**src/rtl/mem_wb_pkg.sv**
```systemverilog
// Shared types for the MEM->WB skid stage: occupancy states and the default-width payload layout.
package mem_wb_pkg;

  localparam int DEF_XLEN   = 32;
  localparam int DEF_MAT_W  = 128;
  localparam int DEF_RD_W   = 5;
  localparam int DEF_WSEL_W = 2;
  localparam int DEF_CNT_W  = 16;

  typedef enum logic [1:0] {
    EMPTY = 2'd0,
    ONE   = 2'd1,
    FULL  = 2'd2
  } state_e;

  typedef struct packed {
    logic [DEF_XLEN-1:0]   mem_data;
    logic [DEF_XLEN-1:0]   alu_o;
    logic [DEF_MAT_W-1:0]  matrix_o;
    logic [DEF_RD_W-1:0]   rd;
    logic                  mem2reg;
    logic [DEF_WSEL_W-1:0] w_select;
    logic                  rs2_r_select;
  } mem_wb_payload_t;

endpackage

```
**src/rtl/sat_counter.sv**
```systemverilog
// Saturating up-counter: sticks at all-ones instead of wrapping.
module sat_counter #(
  parameter int W = 16
) (
  input  logic         clk,
  input  logic         rst,
  input  logic         inc,
  output logic [W-1:0] count
);

  // NOTE: sequential state always uses non-blocking assignments so every
  // register samples pre-edge values regardless of process ordering.
  always_ff @(posedge clk or negedge rst) begin
    if (!rst) begin
      count <= '0;
    end else if (inc && (count != '1)) begin
      count <= count + 1'b1;
    end
  end

endmodule

```
**src/rtl/mem_wb_skid_stage.sv**
```systemverilog
// MEM->WB pipeline register with a two-entry skid buffer; me_ready is registered so
// write-back stalls never form a combinational path back into MEM.
module mem_wb_skid_stage
  import mem_wb_pkg::*;
#(
  parameter int XLEN   = DEF_XLEN,
  parameter int MAT_W  = DEF_MAT_W,
  parameter int RD_W   = DEF_RD_W,
  parameter int WSEL_W = DEF_WSEL_W,
  parameter int CNT_W  = DEF_CNT_W
) (
  input  logic              clk,
  input  logic              rst,
  input  logic              flush,

  input  logic              me_valid,
  output logic              me_ready,
  input  logic [XLEN-1:0]   me_mem_data,
  input  logic [XLEN-1:0]   me_alu_o,
  input  logic [MAT_W-1:0]  me_matrix_o,
  input  logic [RD_W-1:0]   me_rd,
  input  logic              me_mem2reg,
  input  logic [WSEL_W-1:0] me_w_select,
  input  logic              me_rs2_r_select,

  output logic              wb_valid,
  input  logic              wb_ready,
  output logic [XLEN-1:0]   wb_mem_data,
  output logic [XLEN-1:0]   wb_alu_o,
  output logic [MAT_W-1:0]  wb_matrix_o,
  output logic [RD_W-1:0]   wb_rd,
  output logic              wb_mem2reg,
  output logic [WSEL_W-1:0] wb_w_select,
  output logic              wb_rs2_r_select,

  output logic [CNT_W-1:0]  bubble_cnt
);

  // Same layout as mem_wb_payload_t, but sized by this instance's parameters.
  typedef struct packed {
    logic [XLEN-1:0]   mem_data;
    logic [XLEN-1:0]   alu_o;
    logic [MAT_W-1:0]  matrix_o;
    logic [RD_W-1:0]   rd;
    logic              mem2reg;
    logic [WSEL_W-1:0] w_select;
    logic              rs2_r_select;
  } payload_t;

  state_e   state_q, state_d;
  logic     me_ready_q;
  payload_t main_q, skid_q, in_beat;
  logic     accept, consume;
  logic     load_main_in, load_main_skid, load_skid;

  assign in_beat = '{mem_data:     me_mem_data,
                     alu_o:        me_alu_o,
                     matrix_o:     me_matrix_o,
                     rd:           me_rd,
                     mem2reg:      me_mem2reg,
                     w_select:     me_w_select,
                     rs2_r_select: me_rs2_r_select};

  assign me_ready = me_ready_q;
  assign wb_valid = (state_q != EMPTY);
  assign accept   = me_valid & me_ready_q;
  assign consume  = wb_valid & wb_ready;

  // NOTE: every signal written here gets a default first so no path leaves it
  // unassigned, which would otherwise infer a latch.
  always_comb begin
    state_d        = state_q;
    load_main_in   = 1'b0;
    load_main_skid = 1'b0;
    load_skid      = 1'b0;
    if (flush) begin
      state_d = EMPTY;
    end else begin
      unique case (state_q)
        EMPTY: begin
          if (accept) begin
            state_d      = ONE;
            load_main_in = 1'b1;
          end
        end
        ONE: begin
          if (accept && consume) begin
            load_main_in = 1'b1;
          end else if (accept) begin
            state_d   = FULL;
            load_skid = 1'b1;
          end else if (consume) begin
            state_d = EMPTY;
          end
        end
        FULL: begin
          if (consume) begin
            state_d        = ONE;
            load_main_skid = 1'b1;
          end
        end
        default: state_d = EMPTY;
      endcase
    end
  end

  // me_ready is derived from the next state so it is already low in the cycle FULL is held.
  always_ff @(posedge clk or negedge rst) begin
    if (!rst) begin
      state_q    <= EMPTY;
      me_ready_q <= 1'b1;
    end else begin
      state_q    <= state_d;
      me_ready_q <= (state_d != FULL);
    end
  end

  // NOTE: payload registers are reset so wb_* data is defined out of reset;
  // flush deliberately leaves them alone since only the valid state matters.
  always_ff @(posedge clk or negedge rst) begin
    if (!rst) begin
      main_q <= '0;
      skid_q <= '0;
    end else begin
      if (load_main_in) begin
        main_q <= in_beat;
      end else if (load_main_skid) begin
        main_q <= skid_q;
      end
      if (load_skid) begin
        skid_q <= in_beat;
      end
    end
  end

  // Control fields are squashed on bubbles; data fields simply hold.
  assign wb_mem_data     = main_q.mem_data;
  assign wb_alu_o        = main_q.alu_o;
  assign wb_matrix_o     = main_q.matrix_o;
  assign wb_rd           = wb_valid ? main_q.rd : '0;
  assign wb_mem2reg      = wb_valid & main_q.mem2reg;
  assign wb_w_select     = wb_valid ? main_q.w_select : '0;
  assign wb_rs2_r_select = wb_valid & main_q.rs2_r_select;

  sat_counter #(.W(CNT_W)) u_bubble_cnt (
    .clk   (clk),
    .rst   (rst),
    .inc   (wb_ready & ~wb_valid),
    .count (bubble_cnt)
  );

endmodule

```
**config.mk**
```make
export PLATFORM = sky130hd
export DESIGN_NAME = mem_wb_skid_stage
export DESIGN_NICKNAME = d
export VERILOG_FILES = /design/src/rtl/mem_wb_pkg.sv /design/src/rtl/sat_counter.sv /design/src/rtl/mem_wb_skid_stage.sv
export SDC_FILE = /design/constraint.sdc
export NUM_CORES = 1
export LEC_CHECK = 0
export ABC_AREA = 1
export ABC_CLOCK_PERIOD_IN_PS = 4000
export CORE_MARGIN = 3
export CORE_UTILIZATION = 55
export CTS_CLUSTER_DIAMETER = 30
export DETAILED_ROUTE_END_ITERATION = 7
export GPL_TIMING_DRIVEN = 0
export MAX_ROUTING_LAYER = met4
export PLACE_DENSITY = 0.85
export SYNTH_ARGS = -nofsm -noshare
export SYNTH_HDL_FRONTEND = slang
export SYNTH_HIERARCHICAL = 1
export SYNTH_SLANG_ARGS = --single-unit
```
**constraint.sdc**
```tcl
create_clock -name clk -period 4 [get_ports clk]
set_clock_uncertainty 0.15 [all_clocks]
set_input_delay 0.8 -clock clk [delete_from_list [all_inputs] [get_ports clk]]
set_output_delay 0.8 -clock clk [all_outputs]
set_load 0.02 [all_outputs]
```
# Word-level counts from Yosys, hierarchy flattened
# Index checks and enable logic that the tools add are counted.
[op_classes]
addsub = 1
eq_ne = 4
n_mux = 21
bitwise_logic = 6
n_reduce_logical = 5
[op_table]
columns = ["op", "count"]
rows = [
  ["201-bit two-way mux", 2],
  ["16-bit by 1-bit adder with 16-bit output (second input constant)", 1],
  ["16-bit inequality test (second input constant)", 1],
  ["2-bit two-way mux", 7],
  ["1-bit two-way mux", 9],
  ["2-bit case mux with 3 select lines", 1],
  ["1-bit AND", 5],
  ["5-bit two-way mux", 1],
  ["2-bit nonzero test", 2],
  ["2-bit by 1-bit equality test with 1-bit output (second input constant)", 1],
  ["2-bit equality test (second input constant)", 1],
  ["1-bit logical AND", 2],
  ["2-bit zero test", 1],
  ["2-bit inequality test (second input constant)", 1],
  ["1-bit case mux with 2 select lines", 1],
  ["1-bit NOT", 1],
]
[word_totals]
reg_bits = 421
in_bits = 206
output_inout_bits = 219
elab_cells = 54

# Longest topological paths before layout
[logic_depth]
word_depth = 8
ltp_mapped = 9
depth_no_buf = 9

# Cells and area by module
# Netlist, hierarchy kept.
[by_module_without_submodules]
columns = ["module", "instances", "cells_per_inst", "area_per_inst_um2"]
rows = [
  ["mem_wb_skid_stage", 1, 2228, 19052.0],
  ["sat_counter", 1, 147, 1031.0],
]

# Least setup slack after synthesis
# Ideal clock, no wire load.
[synth_timing]
path_kind = "register to output"
startpoint = "reg state_q[1]"
endpoint = "out wb_mem2reg"
t_arrival_ps = 1205
setup_slack_ps = 1845
stages_incl_launch_ff = 5
cell_sequence = "dfrtp_1 inv_2 nand2_1 clkinv_1 nor2_1"
[synth_between]
elab_chain_len = 2
[synth_lines]
columns = ["item", "line_no", "text"]
rows = [
  ["start, declared", "mem_wb_skid_stage.sv:50", "state_e state_q, state_d;"],
  ["start signal, assigned", "mem_wb_skid_stage.sv:113", "state_q <= state_d;"],
  ["2-bit nonzero test", "mem_wb_skid_stage.sv:65", "assign wb_valid = (state_q != EMPTY);"],
  ["net wb_valid", "mem_wb_skid_stage.sv:26", "output logic wb_valid,"],
  ["1-bit AND", "mem_wb_skid_stage.sv:141", "assign wb_mem2reg = wb_valid & main_q.mem2reg;"],
  ["end, declared", "mem_wb_skid_stage.sv:32", "output logic wb_mem2reg,"],
]
# The timed path passes the listed nets, and every way through them passes these cells.

# Worst setup path after layout
[layout_timing]
startpoint = "reg state_q[1]"
endpoint = "out wb_mem2reg"
[layout_between]
elab_chain_len = 2
[layout_lines]
columns = ["item", "line_no"]
rows = [
  ["2-bit nonzero test", "mem_wb_skid_stage.sv:65"],
  ["1-bit AND", "mem_wb_skid_stage.sv:141"],
]
# Every way passes these cells.

==> metrics.txt <==
status=finished, final reports clean; Ports=425; Setup TNS=0 ns; initial antenna violation count=11; core area=35,700 sq um; fmax=0.292 GHz; Port Buffers=424; Pwr Total=17.0 mW; Post-Syn Nets=2,582; CTS tree=built; MaxCap Viol Count=0; Setup CP Type=reg2out; vias in the first global route=19,900; row count=69; Core Util, Final=around four fifths; total iterations of the first detailed-routing run=8; Die W=197 um; Non-Filler Instances=3,445; global route total overflow=0; launch point of the critical path=state_q[1]; Worst setup endpoint=wb_mem2reg; Clock Tree Root=clkbuf_16; RSZ-0062 raised after global routing=no; Syn Area/Cell=8.46 sq um; kind of start point of the critical path=register; number of synthesis warnings=6; final-layout fill cell count=2,211; combinational power share=20.5%; clock insertion delay at the later pin of the skew report=~0.60 ns; Clock transition at path regs=0.05 ns; PD cells=601 nW/um^2; DRT iter0 DRCs=between 1,500 and 2,000; Synth Cell Area=20,100 sq um; worst-path fanout max=9; Switching Fraction=28.9%; Int Power=around 12 mW; clock sinks=421; Yosys reg bits=421; Hold WC Path Type=in2async; Die ar.=38,800 sq um; critical path data required time=roughly 3.1 ns; Vias/cell=5.71; Die H=197 um; hold buffer count at cts=0; GP Congestion=0.920; Hold Fails Final Rpt=0; switching power=between 4 and 5 mW; Flop pwr share=33.9%; Clock Path Buffers=3; ratio of cells with drive above 1 in the final layout=14.7%; Cells after Synth=2,375; gr usage total=35.2%; sequential-to-total area share from yosys stat=52.5%; Final Max Slew Viols=0; most frequent cells in the layout=475 x nand2_1, 423 x clkdlybuf4s50_1, 420 x dfrtp_1, 412 x nand3_1, 232 x inv_1; first-pass GRT wire length=105 mm; portion of total power attributed to the clock network=45.6%; placed cells=3,263; largest net degree at the start of global routing=126; vias=19,700; Num CTS Buffers=93; Arrival @ worst endpoint=2.47 ns; setup ws final=0.576 ns; Placement Setup Slack=about 0.84 ns; WL final=67.5 mm; ANT nets after route=0; starting density of the core=a little under three fifths; H-tree Lvls=3; Period minus WS final=3.42 ns; Reg2Reg Launch Point=me_ready; # nets final=approximately 3,100; reg2reg path depth=6; DRC Markers=0; Area growth syn-to-layout=40.5%; reg2reg end=wb_matrix_o[92]; Cell variety after synth=29; final setup vio count=0; post-CTS setup buffers=0; commonest non-fill, non-tap cell in the layout=nand2_1; post-cts sizing count=0; R2R Setup Slk=1.53 ns; CP endpoint kind=output port; maximum vdd ir drop=0.000467 V; Worst slew margin=41.4%; drt wl/cell=19.6 um; Final HPWL DP=44.3 mm; Leak=13.7 nW; Tightest Pin Transition=0.879 ns; crit share post-route=85.6%
registers in the layout (all words and copies together) (netlist names):
name                flops
skid_q                201
wb_matrix_o           128
wb_alu_o               32
wb_mem_data            32
u_bubble_cnt/count     16
main_q                  9
state_q                 2
me_ready                1
power by group through the flow:
stage                     logic [mW]  registers [mW]  clock network, mW
after floorplan                 1.97            5.62                  0
after global placement          3.28            5.73                  0
after detailed placement        3.40            5.75                  0
after CTS                       3.47            5.72               7.76
after global routing            3.75            5.82               8.00
final                           3.47            5.74               7.74
routing by layer:
metal,global-route usage (%),wire length (um),part of all wire [%]
met3,8.61,6890,10
met5,-,0,0
met2,56.6,32900,49
met1,41.8,24500,36
met4,17.5,3290,4.9
cell usage after synthesis:
cell type    n  area (sq um)
a21oi_1      1          5.00
buf_1       31           116
buf_2       51           255
buf_4      195          1460
clkbuf_1    90           338
clkinv_1     1          3.75
clkinv_2     2          10.0
dfrtp_1    420         10500
dfstp_2      1          26.3
ha_1         1          12.5
inv_1      232           871
inv_2        5          18.8
nand2_1    475          1780
nand2_2      2          12.5
nand2_4      1          11.3
nand2_8      1          20.0
nand3_1    412          2060
nand3_2      2          20.0
nand3b_1     1          7.51
nand4_1    210          1310
nor2_1      22          82.6
nor2_2       8          50.1
nor3_1       1          5.00
nor3_4       1          16.3
o21ai_0      1          5.00
o21ai_1    202          1010
o21ai_2      2          17.5
xnor2_1      1          8.76
xor2_1       3          26.3
critical path: stages (launching register included):
cell,delay [ns]
dfrtp_1,0.39
inv_2,0.08
nand2_1,0.18
clkinv_1,0.31
nor2_1,0.27
clkdlybuf4s50_1,0.65
worst min-delay path by stage:
stage,to,slack [ns]
5_1_grt,wb_matrix_o[92],0.12
6_report,skid_q[104],0.05
3_5_place_dp,skid_q[101],0.33
4_1_cts,skid_q[101],0.10
3_3_place_gp,skid_q[106],0.32
2_1_floorplan,skid_q[0],0.31
through the flow:
step	area, sq um	hold slack (ns)
final	28200	0.0454
after global routing	28200	0.120
after CTS	28200	0.101
after detailed placement	25000	0.328
after global placement	24900	0.321
after floorplan	20100	0.309
logic make-up (layout without fill, tap and decap cells):
logic type / count (synthesis) / in the layout / synth area share [%]
xor+xnor: 4 / 4 / 0.174
fa+ha+maj: 1 / 1 / 0.0623
other cells: 0 / 11 / 0
buf+inv: 607 / 1205 / 15.3
compound gates: 206 / 206 / 5.17
simple gates: 1136 / 1136 / 26.8
flops: 421 / 421 / 52.5
layout make-up:
type                    count  area, sq um  area share (%)
repair buffers            427         4330            15.4
flip-flops and latches    421        10500            37.3
diodes                     11         27.5          0.0976
inverters                 240          903            3.20
plain buffers             367         2170            7.70
well taps                 461          577            2.04
clock buffers             110         2480            8.80
clock inverters            61          712            2.52
multi-input cells        1347         6470            22.9
No activity file was read; power rests on OpenSTA's default activity.
